===== config.mk =====
export PLATFORM = sky130hd
export DESIGN_NAME = square
export DESIGN_NICKNAME = d
export VERILOG_FILES = /design/src/rtl/dsp_pkg.sv /design/src/rtl/square.sv
export SDC_FILE = /design/constraint.sdc
export NUM_CORES = 1
export LEC_CHECK = 0
export BUFFER_PORTS_ARGS = -buffer_cell sky130_fd_sc_hd__buf_2
export CAP_MARGIN = 20
export CORE_AREA = 2 2 127 129
export CTS_CLUSTER_DIAMETER = 60
export CTS_CLUSTER_SIZE = 16
export DETAILED_ROUTE_END_ITERATION = 16
export DIE_AREA = 0 0 129 131
export HOLD_SLACK_MARGIN = 0.1
export PLACE_DENSITY = 0.67
export SLEW_MARGIN = 20
export SYNTH_ARGS = -nofsm -noshare
export SYNTH_HDL_FRONTEND = slang
export SYNTH_SLANG_ARGS = --single-unit

===== constraint.sdc =====
create_clock -name clk -period 11.2 [get_ports clk]
set_input_delay 1.12 -clock clk [delete_from_list [all_inputs] [get_ports clk]]
set_output_delay 1.12 -clock clk [all_outputs]
set_load 0.03 [all_outputs]

===== src/rtl/dsp_pkg.sv =====
// ============================================================================
//  Module      : dsp_pkg
//  Description : Shared operand width, counter width and FSM state encodings
//                for the square / sqrt-family arithmetic blocks.
//  Revision    : 1.0 - initial release
// ============================================================================
`default_nettype none

package dsp_pkg;

   localparam int W     = 17;
   localparam int CNT_W = 5;

   // Index of the final shift-add step; the FSM leaves sop on this count.
   localparam logic [CNT_W-1:0] LAST_CNT = CNT_W'(W - 1);

   typedef enum logic [1:0] {
      ST_IDLE   = 2'd0,
      ST_SOP    = 2'd1,
      ST_DONE   = 2'd2,
      ST_UNUSED = 2'd3
   } state_e;

endpackage : dsp_pkg

`default_nettype wire


===== src/rtl/square.sv =====
// ============================================================================
//  Module      : square
//  Description : Sequential unsigned squarer, one radix-2 shift-add step per
//                clock; fixed W+1 cycle latency from accept to result.
//  Revision    : 1.0 - initial release
// ============================================================================
`default_nettype none

module square
   import dsp_pkg::*;
(
   input  logic             clk,
   input  logic             reset,
   input  logic [W-1:0]     x_in,
   input  logic             start,
   output logic [2*W-1:0]   f_out,
   output logic             valid,
   output logic             busy,
   output logic [CNT_W-1:0] count_o,
   output logic [1:0]       s_o
);

   state_e             state_q,  state_d;
   logic [CNT_W-1:0]   count_q,  count_d;
   logic [W-1:0]       mcand_q,  mcand_d;
   logic [W-1:0]       mplier_q, mplier_d;
   logic [2*W-1:0]     acc_q,    acc_d;
   logic [2*W-1:0]     f_out_q,  f_out_d;
   logic               valid_q,  valid_d;
   logic               busy_q,   busy_d;

   logic [2*W-1:0]     w_addend;

   // Partial product for the current multiplier bit; the sum of all partials
   // is at most (2^W-1)^2, so the 2W-bit accumulator never wraps.
   assign w_addend = {{W{1'b0}}, mcand_q} << count_q;

   always_comb begin
      state_d  = state_q;
      count_d  = count_q;
      mcand_d  = mcand_q;
      mplier_d = mplier_q;
      acc_d    = acc_q;
      f_out_d  = f_out_q;
      valid_d  = 1'b0;
      busy_d   = busy_q;

      case (state_q)
         ST_IDLE: begin
            if (start) begin
               state_d  = ST_SOP;
               mcand_d  = x_in;
               mplier_d = x_in;
               acc_d    = '0;
               count_d  = '0;
               busy_d   = 1'b1;
            end
         end
         ST_SOP: begin
            if (mplier_q[count_q]) begin
               acc_d = acc_q + w_addend;
            end
            count_d = count_q + CNT_W'(1);
            if (count_q == LAST_CNT) begin
               state_d = ST_DONE;
            end
         end
         ST_DONE: begin
            f_out_d = acc_q;
            valid_d = 1'b1;
            busy_d  = 1'b0;
            state_d = ST_IDLE;
         end
         default: begin
            state_d = ST_IDLE;
            busy_d  = 1'b0;
         end
      endcase
   end

   always_ff @(posedge clk) begin
      if (reset) begin
         state_q  <= ST_IDLE;
         count_q  <= '0;
         mcand_q  <= '0;
         mplier_q <= '0;
         acc_q    <= '0;
         f_out_q  <= '0;
         valid_q  <= 1'b0;
         busy_q   <= 1'b0;
      end else begin
         state_q  <= state_d;
         count_q  <= count_d;
         mcand_q  <= mcand_d;
         mplier_q <= mplier_d;
         acc_q    <= acc_d;
         f_out_q  <= f_out_d;
         valid_q  <= valid_d;
         busy_q   <= busy_d;
      end
   end

   assign f_out   = f_out_q;
   assign valid   = valid_q;
   assign busy    = busy_q;
   assign count_o = count_q;
   assign s_o     = state_q;

endmodule : square

`default_nettype wire


==> results.py <==
metrics = {
    "outcome": {
        "outcome": "finished clean",
    },
    "drt": {
        "ant_nets": 0,
        "drt-total-wl_um": 15800,
        "first_iter_violations": 342,
        "drc_errors": 0,
        "top_layer": "met4",
        "routedLengthMet1_um": 7600,
        "routedWlPerCell_um": 15.0,
        "via_count": 5665,
        "wl_met2_um": 7000,
        "dr_wl_met3_um": 818,
        "first_pass_iters": 5,
        "viasPerCell": 5.38,
    },
    "cts": {
        "cts_resized": 0,
        "cts.sinks": 94,
        "cts_tree": "yes",
        "hold_buffers": 0,
        "cts_max_level": 3,
        "cts_made_buffers": 9,
        "cts_root_buffer": "clkbuf_16",
        "clk_latency_ns": 0.35,
        "clkTransAtPathRegs_ns": 0.06,
        "postCtsSetupRepairBufs": 0,
        "cts_buffer_depth": 2,
    },
    "finish": {
        "finalInstanceArea_mm2": 0.00674,
        "fillers": 1662,
        "diodes": 0,
        "seq_area_mm2": 0.00188,
        "fin_nets": 889,
        "multi_input_area_mm2": 0.00392,
        "drive_gt1_share_pct": 12.1,
        "area_growth_pct": 10.6,
    },
    "sta": {
        "setup_slack_ns": 6.07,
        "setup_viol": 0,
        "slew_violations": 0,
        "layout_min_cycle_time_ns": 5.13,
        "relSlewSlack_pct": 36.5,
        "fin_tns_setup_ns": 0,
        "fin_skew_ns": 0.00775,
        "hold_viol": 0,
        "period_share_pct": 45.8,
        "worstMarginPinSlew_ns": 0.951,
        "grt_setup_unrepaired": "no",
        "max_freq_mhz": 195,
    },
    "yosys": {
        "synth_area_per_cell_um2": 7.54,
        "synth_area_mm2": 0.00609,
        "synth_edf_count": 0,
        "synth_commonest_cells": "166 x nand2_1, 104 x a21oi_1, 94 x dfxtp_1",
        "yosysMostFrequentCell": "nand2_1",
        "synthTopCellsByArea": "dfxtp_1 31%, nand2_1 10%, a21oi_1 8.5%, ha_1 7.2%, nor2_1 3.9%",
        "synthCells": 808,
        "synth_nets": 864,
        "ys_types": 61,
        "seq_area_frac_synth_pct": 30.9,
        "yosysTopAreaCell": "dfxtp_1",
        "netlist.area_leader.share_pct": 30.9,
        "synthArstFlopShare_pct": 0,
        "yosys_warnings": 0,
        "synth-seq-cells": 94,
        "synth_flop_cell": "dfxtp_1",
    },
    "global_routing": {
        "grt_pass1_vias": 5040,
        "grt.overflow.total": 0,
        "antenna_found_initial": 0,
        "track_usage_pct": 19.1,
        "grt_pass1_wl_um": 25600,
        "grt_max_degree": 81,
    },
    "floorplanning": {
        "start_util_pct": 39.1,
        "die_h_um": 131,
        "core-area_mm2": 0.0156,
        "die_area_mm2": 0.0169,
        "rows": 46,
        "ios": 63,
        "die_w_um": 129,
    },
    "run": {
        "cap_violations": 0,
    },
    "worst_setup_path": {
        "worstPathArrival_ns": 5.38,
        "critPathKind": "flop to flop",
        "endpoint_kind": "flop",
        "required_ns": 11.45,
        "cp_max_fo": 27,
        "crit_path_start_kind": "flop",
    },
    "placed_design": {
        "place_hpwl_um": 11600,
        "gp_congestion": 0.990,
        "post-place-ws_ns": 6.19,
        "dpl_cell_area_mm2": 0.00648,
        "io_buffers": 62,
    },
    "power": {
        "p_per_area_mw_per_mm2": 108,
        "finalPower_uw": 730,
        "power_leakage_uw": 0.00274,
        "ir_drop_v": 0.0000668,
    },
    "min_path": {
        "min-delay-path-class": "flop to flop",
    },
}
[routing by layer]
| layer | track usage (%) | up-vias |
|---|---|---|
| met5 | 0 | - |
| met4 | 7.03 | 0 |
| met3 | 4.40 | 25 |
| met2 | 29.5 | 150 |
| met1 | 26.0 | 2563 |
| li1 | - | 2927 |
[worst max-delay path, stage by stage, from the launching register on]
cell and delay (ns):
dfxtp_1 0.93, clkinv_1 0.65, mux2_2 0.46, nand2_1 0.06, o21ai_0 0.12, nor2_1 0.13
a21oi_1 0.06, and2_1 0.18, ha_1 0.34, nand2_1 0.12, nor2_1 0.16, a21oi_1 0.11
a2111oi_1 0.66, o21ai_1 0.20, a21oi_1 0.34, a221oi_1 0.15, xnor2_1 0.14, a22o_1 0.19
[per-stage QoR]
stage          hold WS, ns  util [%]  cells
6_report             0.448      43.2   1053
2_1_floorplan        0.449         -    808
5_1_grt              0.466      43.2   1053
4_1_cts              0.453      43.2   1053
3_3_place_gp         0.440      41.5   1037
3_5_place_dp         0.445      41.6   1038
[path summary, 6_finish.rpt]
path / start / endpoint / slack [ns] / cells past startpoint
setup / recovery: count_o[0]$_SDFFE_PP0P_ / acc_q[32]$_SDFFE_PP0P_ / 6.07 / 17
hold / removal: f_out[13]$_SDFFE_PP0P_ / f_out[13]$_SDFFE_PP0P_ / 0.45 / 2
setup reg to reg: count_o[0]$_SDFFE_PP0P_ / acc_q[32]$_SDFFE_PP0P_ / 6.07 / 17
hold reg to reg: f_out[13]$_SDFFE_PP0P_ / f_out[13]$_SDFFE_PP0P_ / 0.45 / 2
[final cells by class]
type                       instances  share of cell area [%]
clock buffer                      14                    3.62
clock inverter                     1                   0.111
inverter                          12                   0.669
multi-input combinational        647                    58.2
sequential                        94                    27.9
tap                              216                    4.01
timing repair buffer              69                    5.44
[sequential cells by signal, indices dropped and copies added, names as in the netlist]
name	flops
acc_q	34
f_out	34
mplier_q	17
count_o	5
s_o	2
busy	1
valid	1
[placed cells by master, fill, tap and decap left out, types with 7 or more instances in the layout]
master     netlist  final
nand2_1        166    166
a21oi_1        104    104
dfxtp_1         94     94
nor2_1          63     62
buf_2            9     62
o21ai_0         42     42
ha_1            35     35
mux2i_1         19     19
a22o_1          17     17
xnor2_1         16     16
a22oi_1         15     15
nand3_1         14     14
nor3_1          12     12
a21o_1          12     12
inv_1           11     11
o22ai_1         11     11
and2_1          10     10
nand2b_1         9      9
clkbuf_16        0      9
or3_1            8      8
xor2_1           8      8
mux2_2           7      7
[cells by family (layout without fill, tap and decap cells)]
| family | after synthesis | after routing | share of synthesized area [%] |
|---|---|---|---|
| AO/OA/AOI/OAI | 250 | 250 | 25.4 |
| XOR/XNOR | 24 | 24 | 3.45 |
| adder cells (fa/ha/maj) | 36 | 36 | 7.52 |
| buffers and inverters | 67 | 96 | 4.83 |
| flip-flops | 94 | 94 | 30.9 |
| multiplexers | 30 | 30 | 5.96 |
| AND/OR/NAND/NOR | 307 | 307 | 22.0 |
[power breakdown]
| part | leakage [uW] | internal (uW) | switching (uW) |
|---|---|---|---|
| logic | 0.00186 | 38.9 | 68.1 |
| clock network | 0.000117 | 150 | 123 |
| registers | 0.000761 | 341 | 9.52 |
| total | 0.00274 | 530 | 200 |
No activity file was read; power rests on OpenSTA's default activity.
